[config.mk]
export PLATFORM = sky130hd
export DESIGN_NAME = uart_rx
export DESIGN_NICKNAME = d
export VERILOG_FILES = /design/src/rtl/uart_rx.sv
export SDC_FILE = /design/constraint.sdc
export NUM_CORES = 1
export LEC_CHECK = 0
export ABC_AREA = 1
export BUFFER_PORTS_ARGS = -buffer_cell sky130_fd_sc_hd__buf_2
export CORE_ASPECT_RATIO = 0.7
export CORE_MARGIN = 1.5
export CORE_UTILIZATION = 57
export DETAILED_ROUTE_END_ITERATION = 10
export PLACE_DENSITY = 0.78
export SYNTH_ARGS = -nofsm -noshare
export SYNTH_HDL_FRONTEND = slang
export SYNTH_SLANG_ARGS = --single-unit
[constraint.sdc]
create_clock -name i_Clock -period 1.8 [get_ports i_Clock]
set_clock_uncertainty 0.1 [all_clocks]
set_input_delay 0.36 -clock i_Clock [delete_from_list [all_inputs] [get_ports i_Clock]]
set_output_delay 0.36 -clock i_Clock [all_outputs]
set_load 0.05 [all_outputs]
[src/rtl/uart_rx.sv]
// uart_rx: 8N1 serial receiver with midpoint sampling.
// Reports framing errors and rejects start-bit glitches.
module uart_rx #(
  parameter int CLKS_PER_BIT = 217
) (
  input  logic       i_Clock,
  input  logic       i_Rst_L,
  input  logic       i_RX_Serial,
  output logic       o_RX_DV,
  output logic [7:0] o_RX_Byte,
  output logic       o_RX_Frame_Err,
  output logic       o_RX_Active
);

  localparam int CW = $clog2(CLKS_PER_BIT) + 1;
  localparam logic [CW-1:0] HALF = CW'((CLKS_PER_BIT - 1) / 2);
  localparam logic [CW-1:0] LAST = CW'(CLKS_PER_BIT - 1);

  typedef enum logic [2:0] {
    S_IDLE      = 3'd0,
    S_START     = 3'd1,
    S_DATA      = 3'd2,
    S_STOP      = 3'd3,
    S_WAIT_HIGH = 3'd4
  } state_t;

  state_t          state_q, state_d;
  logic            meta_q, meta_d;
  logic            rx_s_q, rx_s_d;
  logic [CW-1:0]   cnt_q, cnt_d;
  logic [2:0]      idx_q, idx_d;
  logic [7:0]      shift_q, shift_d;
  logic [7:0]      byte_q, byte_d;
  logic            dv_q, dv_d;
  logic            ferr_q, ferr_d;
  logic            active_q, active_d;

  always_comb begin
    meta_d  = i_RX_Serial;
    rx_s_d  = meta_q;
    state_d = state_q;
    cnt_d   = cnt_q;
    idx_d   = idx_q;
    shift_d = shift_q;
    byte_d  = byte_q;
    dv_d    = 1'b0;
    ferr_d  = 1'b0;

    case (state_q)
      S_IDLE: begin
        cnt_d = '0;
        idx_d = '0;
        if (!rx_s_q) state_d = S_START;
      end

      S_START: begin
        if (cnt_q == HALF) begin
          cnt_d   = '0;
          state_d = rx_s_q ? S_IDLE : S_DATA;
        end else begin
          cnt_d = cnt_q + CW'(1);
        end
      end

      S_DATA: begin
        if (cnt_q == LAST) begin
          cnt_d          = '0;
          shift_d[idx_q] = rx_s_q;
          if (idx_q == 3'd7) begin
            idx_d   = '0;
            state_d = S_STOP;
          end else begin
            idx_d = idx_q + 3'd1;
          end
        end else begin
          cnt_d = cnt_q + CW'(1);
        end
      end

      S_STOP: begin
        if (cnt_q == LAST) begin
          cnt_d = '0;
          if (rx_s_q) begin
            byte_d  = shift_q;
            dv_d    = 1'b1;
            state_d = S_IDLE;
          end else begin
            ferr_d  = 1'b1;
            state_d = S_WAIT_HIGH;
          end
        end else begin
          cnt_d = cnt_q + CW'(1);
        end
      end

      // A held-low line (break) must not be decoded as more frames.
      S_WAIT_HIGH: begin
        cnt_d = '0;
        idx_d = '0;
        if (rx_s_q) state_d = S_IDLE;
      end

      default: begin
        state_d = S_IDLE;
        cnt_d   = '0;
        idx_d   = '0;
      end
    endcase

    active_d = (state_d == S_START) ||
               (state_d == S_DATA)  ||
               (state_d == S_STOP);
  end

  always_ff @(posedge i_Clock or negedge i_Rst_L) begin
    if (!i_Rst_L) begin
      meta_q   <= 1'b1;
      rx_s_q   <= 1'b1;
      state_q  <= S_IDLE;
      cnt_q    <= '0;
      idx_q    <= '0;
      shift_q  <= '0;
      byte_q   <= '0;
      dv_q     <= 1'b0;
      ferr_q   <= 1'b0;
      active_q <= 1'b0;
    end else begin
      meta_q   <= meta_d;
      rx_s_q   <= rx_s_d;
      state_q  <= state_d;
      cnt_q    <= cnt_d;
      idx_q    <= idx_d;
      shift_q  <= shift_d;
      byte_q   <= byte_d;
      dv_q     <= dv_d;
      ferr_q   <= ferr_d;
      active_q <= active_d;
    end
  end

  assign o_RX_DV        = dv_q;
  assign o_RX_Byte      = byte_q;
  assign o_RX_Frame_Err = ferr_q;
  assign o_RX_Active    = active_q;

endmodule

==> flow_summary.ini <==
[pwr]
irDropWorstVdd_uv = 505
switching_power_as_a_share_of_total_power = 0.203
power_leakage_uw = 0.00102
p_sw_uw = 288
comb_power_share = 0.018
fraction_of_power_consumed_by_the_clock_network = 0.406
sequential_power_share = 0.576
internal_power_uw = 1130
power_density_nw_per_um2 = 739

[critical_path]
critical_path.max_fanout = 10
end_kind = flip-flop
reg2reg_setup_slack_ns = 0.24
required_ns = 1.93
worstSetupEndpoint = shift_q[1]
launching_element_of_the_worst_setup_path = cnt_q[0]
timing.critical_path.from_type = flip-flop
worstReg2RegEnd = shift_q[1]
critPathArrivalTime_ns = 1.70
worst_r2r_startpoint = cnt_q[0]
worstSetupPathType = reg2reg
reg2reg_depth = 8

[route]
route.final.wire_length_mm = 3.32
drt-initial-drc-count = 89
post_drt_via_cell_ratio = 5.08
final_antenna_net_count = 0
drcViolationCount = 0
detailedRoute.firstPassIterationCount = 4
vias = 1331
route.detailed.wl_per_inst_um = 12.7

[cells_and_area]
antenna_cells_inserted = 0
final_core_utilization = 0.686
drive_gt1_frac = 0.159
area_growth_syn_to_layout_pct = 13.5
num-fill-cells = 238
num-nets-final = 232

[clocking]
cts.clk_slew.worst_paths_ns = 0.07
cts_tree = yes
cts-root-to-sink-buffers = 2
cts_made_buffers = 5
clkLatencyLatePin_ns = 0.29
cts.root.buffer_cell = sky130_fd_sc_hd__clkbuf_8
htreeDepth = 2
resized_gates_after_cts = 0
cts_sinks = 36

[die]
core_um2 = 2800
die_width_um = 68.2
rows = 16
floorplan.die_area_um2 = 3310
design.portCount = 14
fp.dieH_um = 48.6
floorplan.initialDensity = 0.604

[synth]
syn_nets = 211
synth_edf_count = 0
synth.cell_area_um2 = 1690
syn_avg_cell_area_um2 = 8.30
synth-seq-area-share = 0.533
yosys_warnings = 0
synth_cell_type_count = 24
ys_async_sr_fraction = 1.00
syn-instance-count = 204
synth-main-ff-cell = sky130_fd_sc_hd__dfrtp_1
synth-seq-cells = 36

[sta]
tns_ns = 0
clock.fmax_mhz = 639
slew_viol_final = 0
final-setup-viol-count = 0
final_hold_viol_count = 0
rsz_0062_raised_after_global_routing = false
worst_slew_pin_slew_ns = 0.445
period_minus_slack_ns = 1.56
layout_worst_path_cycle_share = 0.869
maxSlewHeadroom = 0.703
fin_hold_ws_ns = 0.0673

[min_path]
hold_path_class = in2reg

[global_route]
grt_antenna_before_repair = 0
first_global_vias = 1213
grt_first_pass_wirelength_mm = 5.64
grt_start_max_net_pins = 20
grtUsageTotal = 0.239
overflow = 0

[place]
place.detailed.hpwl_mm = 2.48
portBuffers = 13
place_congestion = 0.837

[flow_run]
max_cap_violations = 0

[outcome]
outcome = complete, no violations
-- routing by layer --
| layer | global-route usage | share of wire | wire length, um | vias to the layer above |
|---|---|---|---|---|
| li1 | - | - | - | 685 |
| met1 | 0.327 | 0.49 | 1610 | 610 |
| met2 | 0.333 | 0.44 | 1460 | 29 |
| met3 | 0.105 | 0.053 | 176 | 7 |
| met4 | 0.0933 | 0.021 | 68 | 0 |
| met5 | 0 | 0 | 0 | - |
-- worst max-delay path: stages (launching register included) --
cell and delay (ns):
sky130_fd_sc_hd__dfrtp_1 0.41, sky130_fd_sc_hd__inv_1 0.07, sky130_fd_sc_hd__ha_1 0.13, sky130_fd_sc_hd__nand2_1 0.09, sky130_fd_sc_hd__nor2_4 0.14, sky130_fd_sc_hd__nand3_2 0.19, sky130_fd_sc_hd__inv_2 0.19, sky130_fd_sc_hd__nand4_1 0.11
sky130_fd_sc_hd__nand2_1 0.08
-- synth_stat cells, types with 2 or more instances --
master,count,area [um^2]
sky130_fd_sc_hd__ha_1,4,50.1
sky130_fd_sc_hd__nor2_1,24,90.1
sky130_fd_sc_hd__nand4_1,9,56.3
sky130_fd_sc_hd__inv_2,4,15.0
sky130_fd_sc_hd__nand3_1,6,30.0
sky130_fd_sc_hd__nand2_1,69,259
sky130_fd_sc_hd__dfstp_2,2,52.6
sky130_fd_sc_hd__nor2_2,2,12.5
sky130_fd_sc_hd__a21oi_1,2,10.0
sky130_fd_sc_hd__inv_1,19,71.3
sky130_fd_sc_hd__o21ai_0,13,65.1
sky130_fd_sc_hd__nor2_4,2,22.5
sky130_fd_sc_hd__dfrtp_1,34,851
sky130_fd_sc_hd__nand2_2,2,12.5
sky130_fd_sc_hd__xnor2_1,3,26.3
-- how the worst min path moves through the flow --
stage / startpoint / to / slack (ns) / depth (start not counted)
2_1_floorplan: i_Rst_L / cnt_q[0] / -0.04 / 0
3_3_place_gp: i_Rst_L / cnt_q[6] / 0.22 / 1
3_5_place_dp: i_Rst_L / cnt_q[7] / 0.22 / 1
4_1_cts: i_RX_Serial / meta_q / 0.06 / 1
5_1_grt: i_RX_Serial / meta_q / 0.06 / 1
6_report: i_RX_Serial / meta_q / 0.07 / 1
-- sequential cells by signal, indices dropped and copies added, names as in the netlist --
signal	cells
cnt_q	9
o_RX_Byte	8
shift_q	8
idx_q	3
state_q	3
meta_q	1
o_RX_Active	1
o_RX_DV	1
o_RX_Frame_Err	1
rx_s_q	1
-- layout make-up --
type                            count  area [um^2]  area share
Timing Repair Buffer               16          103      0.0534
Sequential cell                    36          903       0.470
Inverter                           25         98.8      0.0514
Multi-Input combinational cell    141          683       0.355
Tap cell                           36         45.0      0.0234
Clock buffer                        8         90.1      0.0468
-- repair_timing --
item / CTS / global route
endpoints found under the hold margin: 15 / 0
hold buffers: 1 / 0
buffers inserted: 0 / 0
setup endpoints to repair: 0 / 0
-- stage by stage --
stage               area [um^2]  power, uW  std cells  setup WS [ns]
floorplan                  1690        834        204          0.399
global placement           1820        857        253          0.304
detailed placement         1820        858        253          0.228
CTS                        1920       1440        262          0.222
global route               1920       1480        262         0.0618
finish                     1920       1420        262          0.235
-- kinds of logic (layout without fill, tap and decap cells) --
family | count (synthesis) | in the layout | synth area share
AO/OA/AOI/OAI | 16 | 16 | 0.0487
XOR/XNOR | 4 | 4 | 0.0207
adder cells (fa/ha/maj) | 4 | 4 | 0.0295
buffers and inverters | 27 | 49 | 0.0635
flip-flops | 36 | 36 | 0.533
AND/OR/NAND/NOR | 117 | 117 | 0.304
-- cell usage in the layout, fill, tap and decap left out, types with 2 or more instances in the layout --
cell type                  count
sky130_fd_sc_hd__nand2_1      69
sky130_fd_sc_hd__xnor2_1       3
sky130_fd_sc_hd__inv_1        19
sky130_fd_sc_hd__clkbuf_8      6
sky130_fd_sc_hd__nand2_2       2
sky130_fd_sc_hd__a21oi_1       2
sky130_fd_sc_hd__dfstp_2       2
sky130_fd_sc_hd__ha_1          4
sky130_fd_sc_hd__nand4_1       9
sky130_fd_sc_hd__clkbuf_1      2
sky130_fd_sc_hd__dfrtp_1      34
sky130_fd_sc_hd__o21ai_0      13
sky130_fd_sc_hd__nor2_1       24
sky130_fd_sc_hd__inv_2         4
sky130_fd_sc_hd__nor2_4        2
sky130_fd_sc_hd__nand3_1       6
sky130_fd_sc_hd__buf_2        13
sky130_fd_sc_hd__nor2_2        2
-- power by group through the flow --
stage / sequential, uW / clock [uW] / combinational, uW
2_1_floorplan: 830 / 0 / 3.88
3_3_place_gp: 833 / 0 / 24.1
3_5_place_dp: 833 / 0 / 25.0
4_1_cts: 818 / 593 / 26.7
5_1_grt: 818 / 637 / 29.4
6_report: 819 / 577 / 25.5
Power figures use the tool's default switching activity.
